## src/rtl/cache_mem_arbiter_pkg.sv

```systemverilog
// Shared types for the cache/RAM arbiter: word type, RAM handshake states and the
// arbiter FSM encoding (exposed so benches and monitors can decode the state).
package cache_mem_arbiter_pkg;

   typedef logic [31:0] word_t;

   typedef enum logic [1:0] {
      FREE   = 2'd0,
      BUSY   = 2'd1,
      ACCESS = 2'd2,
      ERROR  = 2'd3
   } ramstate_t;

   typedef enum logic [1:0] {
      IDLE   = 2'd0,
      IGRANT = 2'd1,
      DGRANT = 2'd2
   } arb_state_t;

   localparam int TIMEOUT_CYC_DEFAULT = 64;

endpackage

```

## src/rtl/cache_mem_arbiter_if.sv

```systemverilog
// Bundle of the icache, dcache and RAM-side handshake signals around the arbiter.
// slave = arbiter view, master = caches + RAM view.
interface cache_mem_arbiter_if;
   import cache_mem_arbiter_pkg::*;

   logic      iREN;
   word_t     iaddr;
   logic      iwait;
   word_t     iload;

   logic      dREN;
   logic      dWEN;
   word_t     daddr;
   word_t     dstore;
   logic      dwait;
   word_t     dload;

   logic      ramREN;
   logic      ramWEN;
   word_t     ramaddr;
   word_t     ramstore;
   word_t     ramload;
   ramstate_t ramstate;

   modport slave (
      input  iREN, iaddr, dREN, dWEN, daddr, dstore, ramload, ramstate,
      output iwait, iload, dwait, dload, ramREN, ramWEN, ramaddr, ramstore
   );

   modport master (
      output iREN, iaddr, dREN, dWEN, daddr, dstore, ramload, ramstate,
      input  iwait, iload, dwait, dload, ramREN, ramWEN, ramaddr, ramstore
   );

endinterface

```

## src/rtl/cache_mem_arbiter_timeout_ctr.sv

```systemverilog
// Saturating grant-cycle counter with a sticky timeout flag; the flag never aborts
// the transfer, it only reports it. Cleared only by nRST.
module cache_mem_arbiter_timeout_ctr #(
   parameter int TIMEOUT_CYC = 64
) (
   input  logic CLK,
   input  logic nRST,
   input  logic clear_i,
   input  logic count_i,
   output logic timeout_o
);

   localparam int            CW       = $clog2(TIMEOUT_CYC) + 1;
   localparam logic [CW-1:0] CNT_MAX  = '1;
   localparam logic [CW-1:0] CNT_TRIP = CW'(TIMEOUT_CYC - 1);

   logic [CW-1:0] cnt_q, cnt_d;
   logic          flag_q, flag_d;

   // Trip on the cycle that would be the TIMEOUT_CYC-th without ACCESS.
   always_comb begin
      cnt_d  = cnt_q;
      flag_d = flag_q;
      if (clear_i) begin
         cnt_d = '0;
      end else if (count_i) begin
         if (cnt_q >= CNT_TRIP) flag_d = 1'b1;
         if (cnt_q != CNT_MAX)  cnt_d  = cnt_q + CW'(1);
      end
   end

   always_ff @(posedge CLK or negedge nRST) begin
      if (!nRST) begin
         cnt_q  <= '0;
         flag_q <= 1'b0;
      end else begin
         cnt_q  <= cnt_d;
         flag_q <= flag_d;
      end
   end

   assign timeout_o = flag_q;

endmodule

```

## src/rtl/cache_mem_arbiter.sv

```systemverilog
// Arbitrates the single-ported RAM between icache and dcache; holds a grant until ACCESS.
// Define ARB_ROUND_ROBIN_EN for alternating priority; default is dcache-over-icache.
module cache_mem_arbiter
   import cache_mem_arbiter_pkg::*;
#(
   parameter int TIMEOUT_CYC = TIMEOUT_CYC_DEFAULT
) (
   input  logic                CLK,
   input  logic                nRST,
   cache_mem_arbiter_if.slave  bus,
   output logic                mem_timeout,
   output logic                mem_error
);

   localparam logic [1:0] ST_IDLE   = IDLE;
   localparam logic [1:0] ST_IGRANT = IGRANT;
   localparam logic [1:0] ST_DGRANT = DGRANT;

   logic [1:0] state_q, state_d;
   logic       mem_error_q, mem_error_d;
   logic       i_req, d_req, i_gnt, d_gnt;
   logic       ram_access, ram_error, d_wins;

   assign i_req      = bus.iREN;
   assign d_req      = bus.dREN | bus.dWEN;
   assign i_gnt      = (state_q == ST_IGRANT) & i_req;
   assign d_gnt      = (state_q == ST_DGRANT) & d_req;
   assign ram_access = (bus.ramstate == ACCESS);
   assign ram_error  = (bus.ramstate == ERROR);

`ifdef ARB_ROUND_ROBIN_EN
   logic last_d_q, last_d_d;

   // last_d_q = 1 when the dcache finished the most recent transfer.
   always_comb begin
      last_d_d = last_d_q;
      if (i_gnt & ram_access) last_d_d = 1'b0;
      if (d_gnt & ram_access) last_d_d = 1'b1;
   end

   always_ff @(posedge CLK or negedge nRST) begin
      if (!nRST) last_d_q <= 1'b0;
      else       last_d_q <= last_d_d;
   end

   assign d_wins = d_req & (~i_req | ~last_d_q);
`else
   assign d_wins = d_req;
`endif

   always_comb begin
      state_d = state_q;
      case (state_q)
         ST_IDLE: begin
            if (d_wins)     state_d = ST_DGRANT;
            else if (i_req) state_d = ST_IGRANT;
         end
         ST_IGRANT: if (!i_req || ram_access || ram_error) state_d = ST_IDLE;
         ST_DGRANT: if (!d_req || ram_access || ram_error) state_d = ST_IDLE;
         default:   state_d = ST_IDLE;
      endcase
   end

   assign mem_error_d = mem_error_q | ((i_gnt | d_gnt) & ram_error);

   always_ff @(posedge CLK or negedge nRST) begin
      if (!nRST) begin
         state_q     <= ST_IDLE;
         mem_error_q <= 1'b0;
      end else begin
         state_q     <= state_d;
         mem_error_q <= mem_error_d;
      end
   end

   // RAM side follows the live request, so a dropped request releases the RAM at once.
   assign bus.ramREN   = i_gnt | (d_gnt & ~bus.dWEN);
   assign bus.ramWEN   = d_gnt & bus.dWEN;
   assign bus.ramaddr  = d_gnt ? bus.daddr : (i_gnt ? bus.iaddr : '0);
   assign bus.ramstore = d_gnt ? bus.dstore : '0;

   assign bus.iwait = ~(i_gnt & ram_access);
   assign bus.dwait = ~(d_gnt & ram_access);
   assign bus.iload = (i_gnt & ram_access) ? bus.ramload : '0;
   assign bus.dload = (d_gnt & ram_access) ? bus.ramload : '0;

   cache_mem_arbiter_timeout_ctr #(
      .TIMEOUT_CYC (TIMEOUT_CYC)
   ) u_timeout (
      .CLK       (CLK),
      .nRST      (nRST),
      .clear_i   (state_q == ST_IDLE),
      .count_i   ((i_gnt | d_gnt) & ~ram_access),
      .timeout_o (mem_timeout)
   );

   assign mem_error = mem_error_q;

endmodule

```

## src/flat_wrapper.sv

```systemverilog
// flat-port wrapper written by rule: the top's interface ports become plain ports
module cache_mem_arbiter_flat import cache_mem_arbiter_pkg::*;
#(
   parameter int TIMEOUT_CYC = TIMEOUT_CYC_DEFAULT
)
  (CLK, nRST, mem_timeout, mem_error, bus_iREN, bus_iaddr, bus_dREN, bus_dWEN, bus_daddr, bus_dstore, bus_ramload, bus_ramstate, bus_iwait, bus_iload, bus_dwait, bus_dload, bus_ramREN, bus_ramWEN, bus_ramaddr, bus_ramstore);
  cache_mem_arbiter_if bus_i ();
  input  logic CLK;
  input  logic nRST;
  output logic mem_timeout;
  output logic mem_error;
  input wire logic [$bits(bus_i.iREN)-1:0] bus_iREN;
  input wire logic [$bits(bus_i.iaddr)-1:0] bus_iaddr;
  input wire logic [$bits(bus_i.dREN)-1:0] bus_dREN;
  input wire logic [$bits(bus_i.dWEN)-1:0] bus_dWEN;
  input wire logic [$bits(bus_i.daddr)-1:0] bus_daddr;
  input wire logic [$bits(bus_i.dstore)-1:0] bus_dstore;
  input wire logic [$bits(bus_i.ramload)-1:0] bus_ramload;
  input wire logic [$bits(bus_i.ramstate)-1:0] bus_ramstate;
  output wire logic [$bits(bus_i.iwait)-1:0] bus_iwait;
  output wire logic [$bits(bus_i.iload)-1:0] bus_iload;
  output wire logic [$bits(bus_i.dwait)-1:0] bus_dwait;
  output wire logic [$bits(bus_i.dload)-1:0] bus_dload;
  output wire logic [$bits(bus_i.ramREN)-1:0] bus_ramREN;
  output wire logic [$bits(bus_i.ramWEN)-1:0] bus_ramWEN;
  output wire logic [$bits(bus_i.ramaddr)-1:0] bus_ramaddr;
  output wire logic [$bits(bus_i.ramstore)-1:0] bus_ramstore;
  assign bus_i.iREN = bus_iREN;
  assign bus_i.iaddr = bus_iaddr;
  assign bus_i.dREN = bus_dREN;
  assign bus_i.dWEN = bus_dWEN;
  assign bus_i.daddr = bus_daddr;
  assign bus_i.dstore = bus_dstore;
  assign bus_i.ramload = bus_ramload;
  assign bus_i.ramstate = bus_ramstate;
  assign bus_iwait = bus_i.iwait;
  assign bus_iload = bus_i.iload;
  assign bus_dwait = bus_i.dwait;
  assign bus_dload = bus_i.dload;
  assign bus_ramREN = bus_i.ramREN;
  assign bus_ramWEN = bus_i.ramWEN;
  assign bus_ramaddr = bus_i.ramaddr;
  assign bus_ramstore = bus_i.ramstore;
  cache_mem_arbiter #(.TIMEOUT_CYC(TIMEOUT_CYC)) u_core (.CLK(CLK), .nRST(nRST), .bus(bus_i), .mem_timeout(mem_timeout), .mem_error(mem_error));
endmodule
```

## config.mk

```make
export PLATFORM = sky130hd
export DESIGN_NAME = cache_mem_arbiter_flat
export DESIGN_NICKNAME = d
export VERILOG_FILES = /design/src/rtl/cache_mem_arbiter_pkg.sv /design/src/rtl/cache_mem_arbiter_if.sv /design/src/rtl/cache_mem_arbiter_timeout_ctr.sv /design/src/rtl/cache_mem_arbiter.sv /design/src/flat_wrapper.sv
export SDC_FILE = /design/constraint.sdc
export NUM_CORES = 1
export LEC_CHECK = 0
export ABC_AREA = 1
export CORE_AREA = 5 5 101 103
export CTS_CLUSTER_SIZE = 24
export DETAILED_ROUTE_END_ITERATION = 8
export DIE_AREA = 0 0 106 108
export PLACE_DENSITY = 0.78
export SKIP_LAST_GASP = 1
export SYNTH_ARGS = -nofsm -noshare
export SYNTH_HDL_FRONTEND = slang
export SYNTH_HIERARCHICAL = 1
export SYNTH_SLANG_ARGS = --single-unit
```

## constraint.sdc

```tcl
create_clock -name CLK -period 2.1 [get_ports CLK]
set_input_delay 0.42 -clock CLK [delete_from_list [all_inputs] [get_ports CLK]]
set_output_delay 0.42 -clock CLK [all_outputs]
set_load 0.005 [all_outputs]
```

* Word level (Yosys, flattened, before mapping)
Index checks and enable logic that the tools add are counted.
** Word-level totals
- Logic and storage cells :: 56
- Register bits after elaboration :: 11
** Operators by class
- Equal/unequal tests :: 8
- Reduce and logical (&&, ||, !) cells :: 12
- Bitwise operators :: 17
- $lt $le $gt $ge :: 1
- Muxes and demuxes :: 13
- Add/sub/neg operators :: 1
** Operator list (count)
- two-way mux 32 bit :: 5
- two-way mux 7 bit :: 3
- bitwise AND 1 bit :: 8
- two-way mux 2 bit :: 4
- adder 7 x 1 -> 7 bit, second input constant :: 1
- >= comparator 7 x 6 -> 1 bit, second input constant :: 1
- != test 7 bit, second input constant :: 1
- == test 2 bit, second input constant :: 3
- case mux 2 bit (3 select lines) :: 1
- AND reduction 3 bit :: 2
- inverter 1 bit :: 5
- logical OR 1 bit :: 4
- != test 2 bit, second input constant :: 2
- OR 1 bit :: 4
- nonzero test 2 bit :: 2
- != test 3 x 2 -> 1 bit, second input constant :: 1
- == test 2 x 1 -> 1 bit, second input constant :: 1
- logical NOT 1 bit :: 2
- logical NOT 2 bit :: 1
- AND reduction 2 bit :: 1

* Logic depth before layout (Yosys ltp)
- Word-level depth :: 6
- Gate-level depth with buffers :: 10
- Gate-level depth less buffers :: 10

* Hierarchy
The synthesis kept the hierarchy.
** By module, submodules not included
- cache_mem_arbiter :: area an instance 1321.3 sq um, sequential area each 75.1 sq um, times used 1, cells each 244
- cache_mem_arbiter_timeout_ctr :: area an instance 475.5 sq um, sequential area each 200.2 sq um, times used 1, cells each 68

* Worst setup path after synthesis
No wires, ideal clock.
- Path type :: register to register
- From :: reg u_core.state_q[1]
- To :: reg u_core.u_timeout.cnt_q[5]
- Data required time :: 2.035 ns
- Buffers on the path :: 0
- Slack :: 0.601 ns
- Stages on the path, launching flop included :: 11
- Clock period less this slack :: 1.499 ns
- Arrival time :: 1.434 ns
- Cell sequence :: dfrtp_1 inv_1 nor2_2 nand2_2 nand2_1 inv_1 nor2_1 nand2_1 nor2_1 nand3_1 nand2_1
** On the way
- Cells in the longest elaborated chain, start to end :: 6
- Elaborated cells on any way between the ends :: 11
- Classes of those cells :: eq/ne: 2; mux: 1; bitwise: 4; reduce/logical: 4
** RTL lines
- start, declared :: line cache_mem_arbiter.sv:19 : logic [1:0] state_q, state_d;
- start signal, assigned :: line cache_mem_arbiter.sv:71 : state_q <= state_d;
- == test 2 x 1 -> 1 bit or == test 2 bit (tied branches) :: line cache_mem_arbiter.sv:26, cache_mem_arbiter.sv:27
- bitwise AND 1 bit, on equally long branches :: line cache_mem_arbiter.sv:26, cache_mem_arbiter.sv:27
- OR 1 bit :: line cache_mem_arbiter.sv:93 : .count_i ((i_gnt | d_gnt) & ~ram_access),
- bitwise AND 1 bit :: line cache_mem_arbiter.sv:93
- nonzero test 2 bit (no line)
- AND reduction 2 bit (no line)
- end signal, assigned :: line cache_mem_arbiter_timeout_ctr.sv:37 : cnt_q <= cnt_d;
- end, declared :: line cache_mem_arbiter_timeout_ctr.sv:17 : logic [CW-1:0] cnt_q, cnt_d;
Several ways; a longest one is shown, not always the timed one.
A chain may end at the register's enable or synchronous reset.

* Worst setup path after layout
- From :: reg u_core.state_q[0]
- To :: out bus_ramaddr[0]
** On the way
- Cells in the longest elaborated chain, start to end :: 4
- Elaborated cells on any way between the ends :: 6
- Classes of those cells :: eq/ne: 2; mux: 2; bitwise: 2
** RTL lines
- == test 2 x 1 -> 1 bit :: line cache_mem_arbiter.sv:26 : assign i_gnt = (state_q == ST_IGRANT) & i_req;
- bitwise AND 1 bit :: line cache_mem_arbiter.sv:26
- two-way mux 32 bit :: line cache_mem_arbiter.sv:79 : assign bus.ramaddr = d_gnt ? bus.daddr : (i_gnt ? bus.iaddr : '0);
- two-way mux 32 bit * :: line cache_mem_arbiter.sv:79
- end, declared :: line flat_wrapper.sv:26 : output wire logic [$bits(bus_i.ramaddr)-1:0] bus_ramaddr;
Mark *: on every way between the ends. The rest lies on a longest branch, timed or not.

==> results by stage <==
Job:
- The number of max-capacitance violations reported is 0.

Power:
- The share of total power in the clock network is 8.5%.
- The overall power of the completed layout is 0.00248 W.
- The analysis attributes to cell leakage a power of 2.64 nW.
- Across the VDD grid, the largest voltage drop is 0.400 mV.
- The power per cell area is 535 nW/um^2.
- Cell internal power was estimated by the tool at 0.00150 W.
- Combinational logic burns 80.0% of the power.
- The net load switching power is 0.000987 W.
- The net switching fraction of the power is 39.8%.
- Registers are responsible for 11.5% of the overall power.

Clock network:
- Clock-pin slew was measured on the worst setup and hold paths at 0.05 ns.
- TritonCTS built the clock tree.
- The buffer type at the clock tree root is clkbuf_8.
- The clock reaches the later pin of the worst-skew pair after 0.24 ns.
- No sink is reached through more buffers than the 2 on the longest clock path.
- The number of buffers added by the clock tree synthesis step is 3.
- CTS built an H-tree with a depth of 1.
- For this design, the sink count on the clock tree is 11.

STA:
- The final setup TNS is -0.0519 ns.
- The count of final hold-check violations is 0.
- Setup repair after global routing could not meet its margin everywhere.
- The highest achievable clock rate is 0.466 GHz.
- For the pin with the worst max-slew slack, the measured transition is 0.480 ns.
- The final critical path time including I/O delays and setup is 2.15 ns.
- The share of the cycle needed by the critical path after routing is 102%.
- The post-route clock skew is 0.00157 ns.
- The final number of max-transition violations came to 0.
- The minimum setup slack in the final design is -0.0462 ns.
- The remaining max-slew budget at the tightest pin is 67.9%.
- The final setup violation count is 2.

Yosys:
- The combinational family with the most area after synthesis is simple AND/OR/NAND/NOR gates.
- Sorting the synthesized cells by how often they occur yields nor2_1 (95), inv_1 (80), a22o_1 (32).
- Among all cell types in the netlist, the one instantiated most often is nor2_1.
- The average cell area after synthesis is 5.76 sq um.
- The net count of the mapped netlist is 448.
- The sequential share of the synthesized area is 15.3%.
- After synthesis, the largest area contributor takes up 19.8% of total cell area.
- After technology mapping, the gate count stands at 312.
- The count of warnings emitted by yosys is 6.
- The count of cell types in the netlist is 22.
- The synthesized flop and latch total is 11.
- Counting flops with a built-in enable in the synthesized netlist gives 0.
- The xor/xnor cell area share of the yosys netlist is 0%.
- The most common flop cell mapped by yosys is dfrtp_1.
- The complex-gate fraction of the synthesized area is 17.4%.
- The cell area after synthesis is 1800 sq um.
- After Yosys synthesis, full adders, half adders and majority gates account for 0.696% of the synthesized area.
- Of all cell types, the one taking the most synthesized area is nor2_1.
- Of all flip-flops after synthesis, the portion carrying an async set or reset was 100%.
- Summing the areas of all and, or, nand and nor instances in the mapped netlist gives 41.3% of the synthesized area.
- Yosys attributes the largest share of cell area to nor2_1 (20%), inv_1 (17%), a22o_1 (16%).
- Measured against the total synthesized area, the mux share comes to 0%.

Critical path:
- In this run the worst path has a maximum fanout of 16.
- The endpoint required time on the critical path is 1.68 ns.
- The signal on the critical path passes through buf_4 > nand3_4 > inv_4 > buf_4 > buf_16 > a22o_1 > dlygate4sd2_1.
- The largest individual stage delay along the critical path comes from the cell dfrtp_2.
- The worst setup path is launched from a register.
- Data on the critical path arrives at its endpoint at 1.73 ns.
- The peak per-stage delay on the critical path is 0.44 ns.
- The setup path with the least slack is of type reg2out.
- Measured in cells, the most critical reg-to-reg path has a length of 13.
- The dominant cell type by count on the critical path is buf_4.
- The endpoint type of the worst setup path is an output pin.

Cells and area:
- The area added between synthesis and finish is 158%.
- The finished cells cover 4640 sq um.
- The number of antenna diodes in the final layout is 0.
- After the last flow step, the layout net total stands at 741.
- The number of inserted filler cells in the final layout is 883.
- The post-route netlist has 26.3% of its cells at a drive strength greater than 1.

Drt:
- The detailed router finished its first iteration with 128 violations.
- The remaining antenna violation count is 0.
- In the final routed layout, each cell accounts on average for 16.7 microns.
- The sum of routed wire length over all layers is 11.9 mm.
- The detailed router placed 3,075 vias in this run.
- For this run, design rule violations remaining after detail routing come to 0.
- The number of iterations in the first detailed-routing pass is 4.
- Dividing the detail-routed via count by the number of cells gives 4.30.

GRT:
- The initial antenna violation count is 0.
- The global-route congestion overflow total is 0.
- The number of global-route vias before repair is 2,958.
- Global routing used 18.4% of the available tracks.
- Entering global routing, the biggest net connects 24 pins.
- The first global-routing pass estimated 16.8 mm of wire.

Floorplanning:
- The initial core utilization is 19.7%.
- The floorplan step set the die height to 108 microns.
- In this run the count of I/O pins placed on the die edge is 269.
- The number of rows created at floorplan is 35.
- The overall die area is 11,400 sq um.
- The area of the placeable core is 9110 sq um.
- The die width is 106 microns.

Placement:
- Once placement finished, the instance area stood at 4650 sq um.
- The weighted congestion at the end of routability-driven global placement is 0.911.
- The sum of net half-perimeters after detailed placement is 9.65 mm.
- The number of port buffers is 268.

Outcome:
- The flow ran to the end, but the final reports show violations.
- The checks that failed: negative setup slack.

Hold path:
- The worst hold path passes through 2 cells.
- The worst min-delay path category is reg2reg.
## state kept, by name, summed over array words and instances, names as in the netlist
| name | cells |
|---|---|
| u_core/state_q | 2 |
| u_core/u_timeout/cnt_q | 7 |
| u_core/mem_error | 1 |
| u_core/u_timeout/timeout_o | 1 |
## power groups by stage
stage | sequential (W) | clock (W) | combinational, W
final | 0.000286 | 0.000212 | 0.00198
after global routing | 0.000291 | 0.000232 | 0.00212
after CTS | 0.000273 | 0.000220 | 0.00201
after detailed placement | 0.000275 | 0 | 0.00183
after global placement | 0.000272 | 0 | 0.00180
after floorplan | 0.000269 | 0 | 0.000681
## per-stage QoR
step / util, % / hold WS (ns) / setup WS [ns] / std cells
after floorplan: - / 0.124 / 0.601 / 312
after detailed placement: 51.1 / 0.448 / -0.446 / 691
after CTS: 52.4 / 0.461 / -0.0743 / 712
after global routing: 50.9 / 0.488 / -0.0826 / 715
after global placement: 51.1 / 0.452 / -0.429 / 691
final: 50.9 / 0.457 / -0.0462 / 715
## area by class of cell
type                            count  area, sq um  share of cell area, %
Clock buffer                        3         41.3                  0.890
Clock inverter                      1         5.00                  0.108
Inverter                           83          318                   6.85
Multi-Input combinational cell    203         1110                   24.0
Sequential cell                    11          278                   5.99
Tap cell                          111          139                   3.00
Timing Repair Buffer              303         2750                   59.2
## routing by layer
layer | GRT usage [%] | vias to the layer above | share of wire, % | wire (microns)
li1 | - | 1521 | - | -
met1 | 19.7 | 1387 | 36 | 4350
met2 | 35.6 | 141 | 53 | 6380
met3 | 4.12 | 26 | 7.3 | 876
met4 | 5.92 | 0 | 2.8 | 336
met5 | 0 | - | 0 | 0
## cell families after synthesis
kind of cell	count (synthesis)
fa+ha+maj	1
flops	11
buf+inv	98
compound gates	38
simple gates	164
## worst max-delay path, delay by kind of cell, from the launching register on
family / cells / cell delay [ns]
DFF: 1 / 0.44
AOI/OAI and AO/OA: 1 / 0.21
buffers and inverters: 5 / 0.76
and+or+nand+nor: 1 / 0.08
## layout by cell type, fill, tap and decap left out, types with 4 or more instances in the layout
cell / n
buf_4: 17
nand2_2: 4
nor2_4: 4
inv_1: 78
clkbuf_2: 57
nor2_2: 21
buf_12: 6
clkdlybuf4s15_1: 14
dlygate4sd2_1: 40
nand3_1: 12
a22o_1: 32
buf_6: 4
buf_16: 4
buf_2: 20
o21ai_0: 4
clkdlybuf4s50_1: 133
nor2_1: 90
dfrtp_1: 9
nand2_1: 24
nand4_1: 4
## final timing paths
kind	startpoint	end	slack (ns)
min reg2reg	u_core/u_timeout/timeout_o	u_core/u_timeout/timeout_o	0.46
max in group asynchronous	nRST	u_core/state_q[0]	1.24
min in group asynchronous	nRST	u_core/u_timeout/cnt_q[0]	0.51
min	u_core/u_timeout/timeout_o	u_core/u_timeout/timeout_o	0.46
max	u_core/state_q[0]	bus_ramaddr[0]	-0.05
max reg2reg	u_core/state_q[1]	u_core/u_timeout/cnt_q[5]	0.30
## what timing repair did
action,4_1_cts,5_1_grt
setup endpoints to repair,132,103
gates resized for setup,226,128
cloned,5,1
pin swaps,6,3
setup buffers,12,2
hold buffers,0,0
No activity file was read; power rests on OpenSTA's default activity.
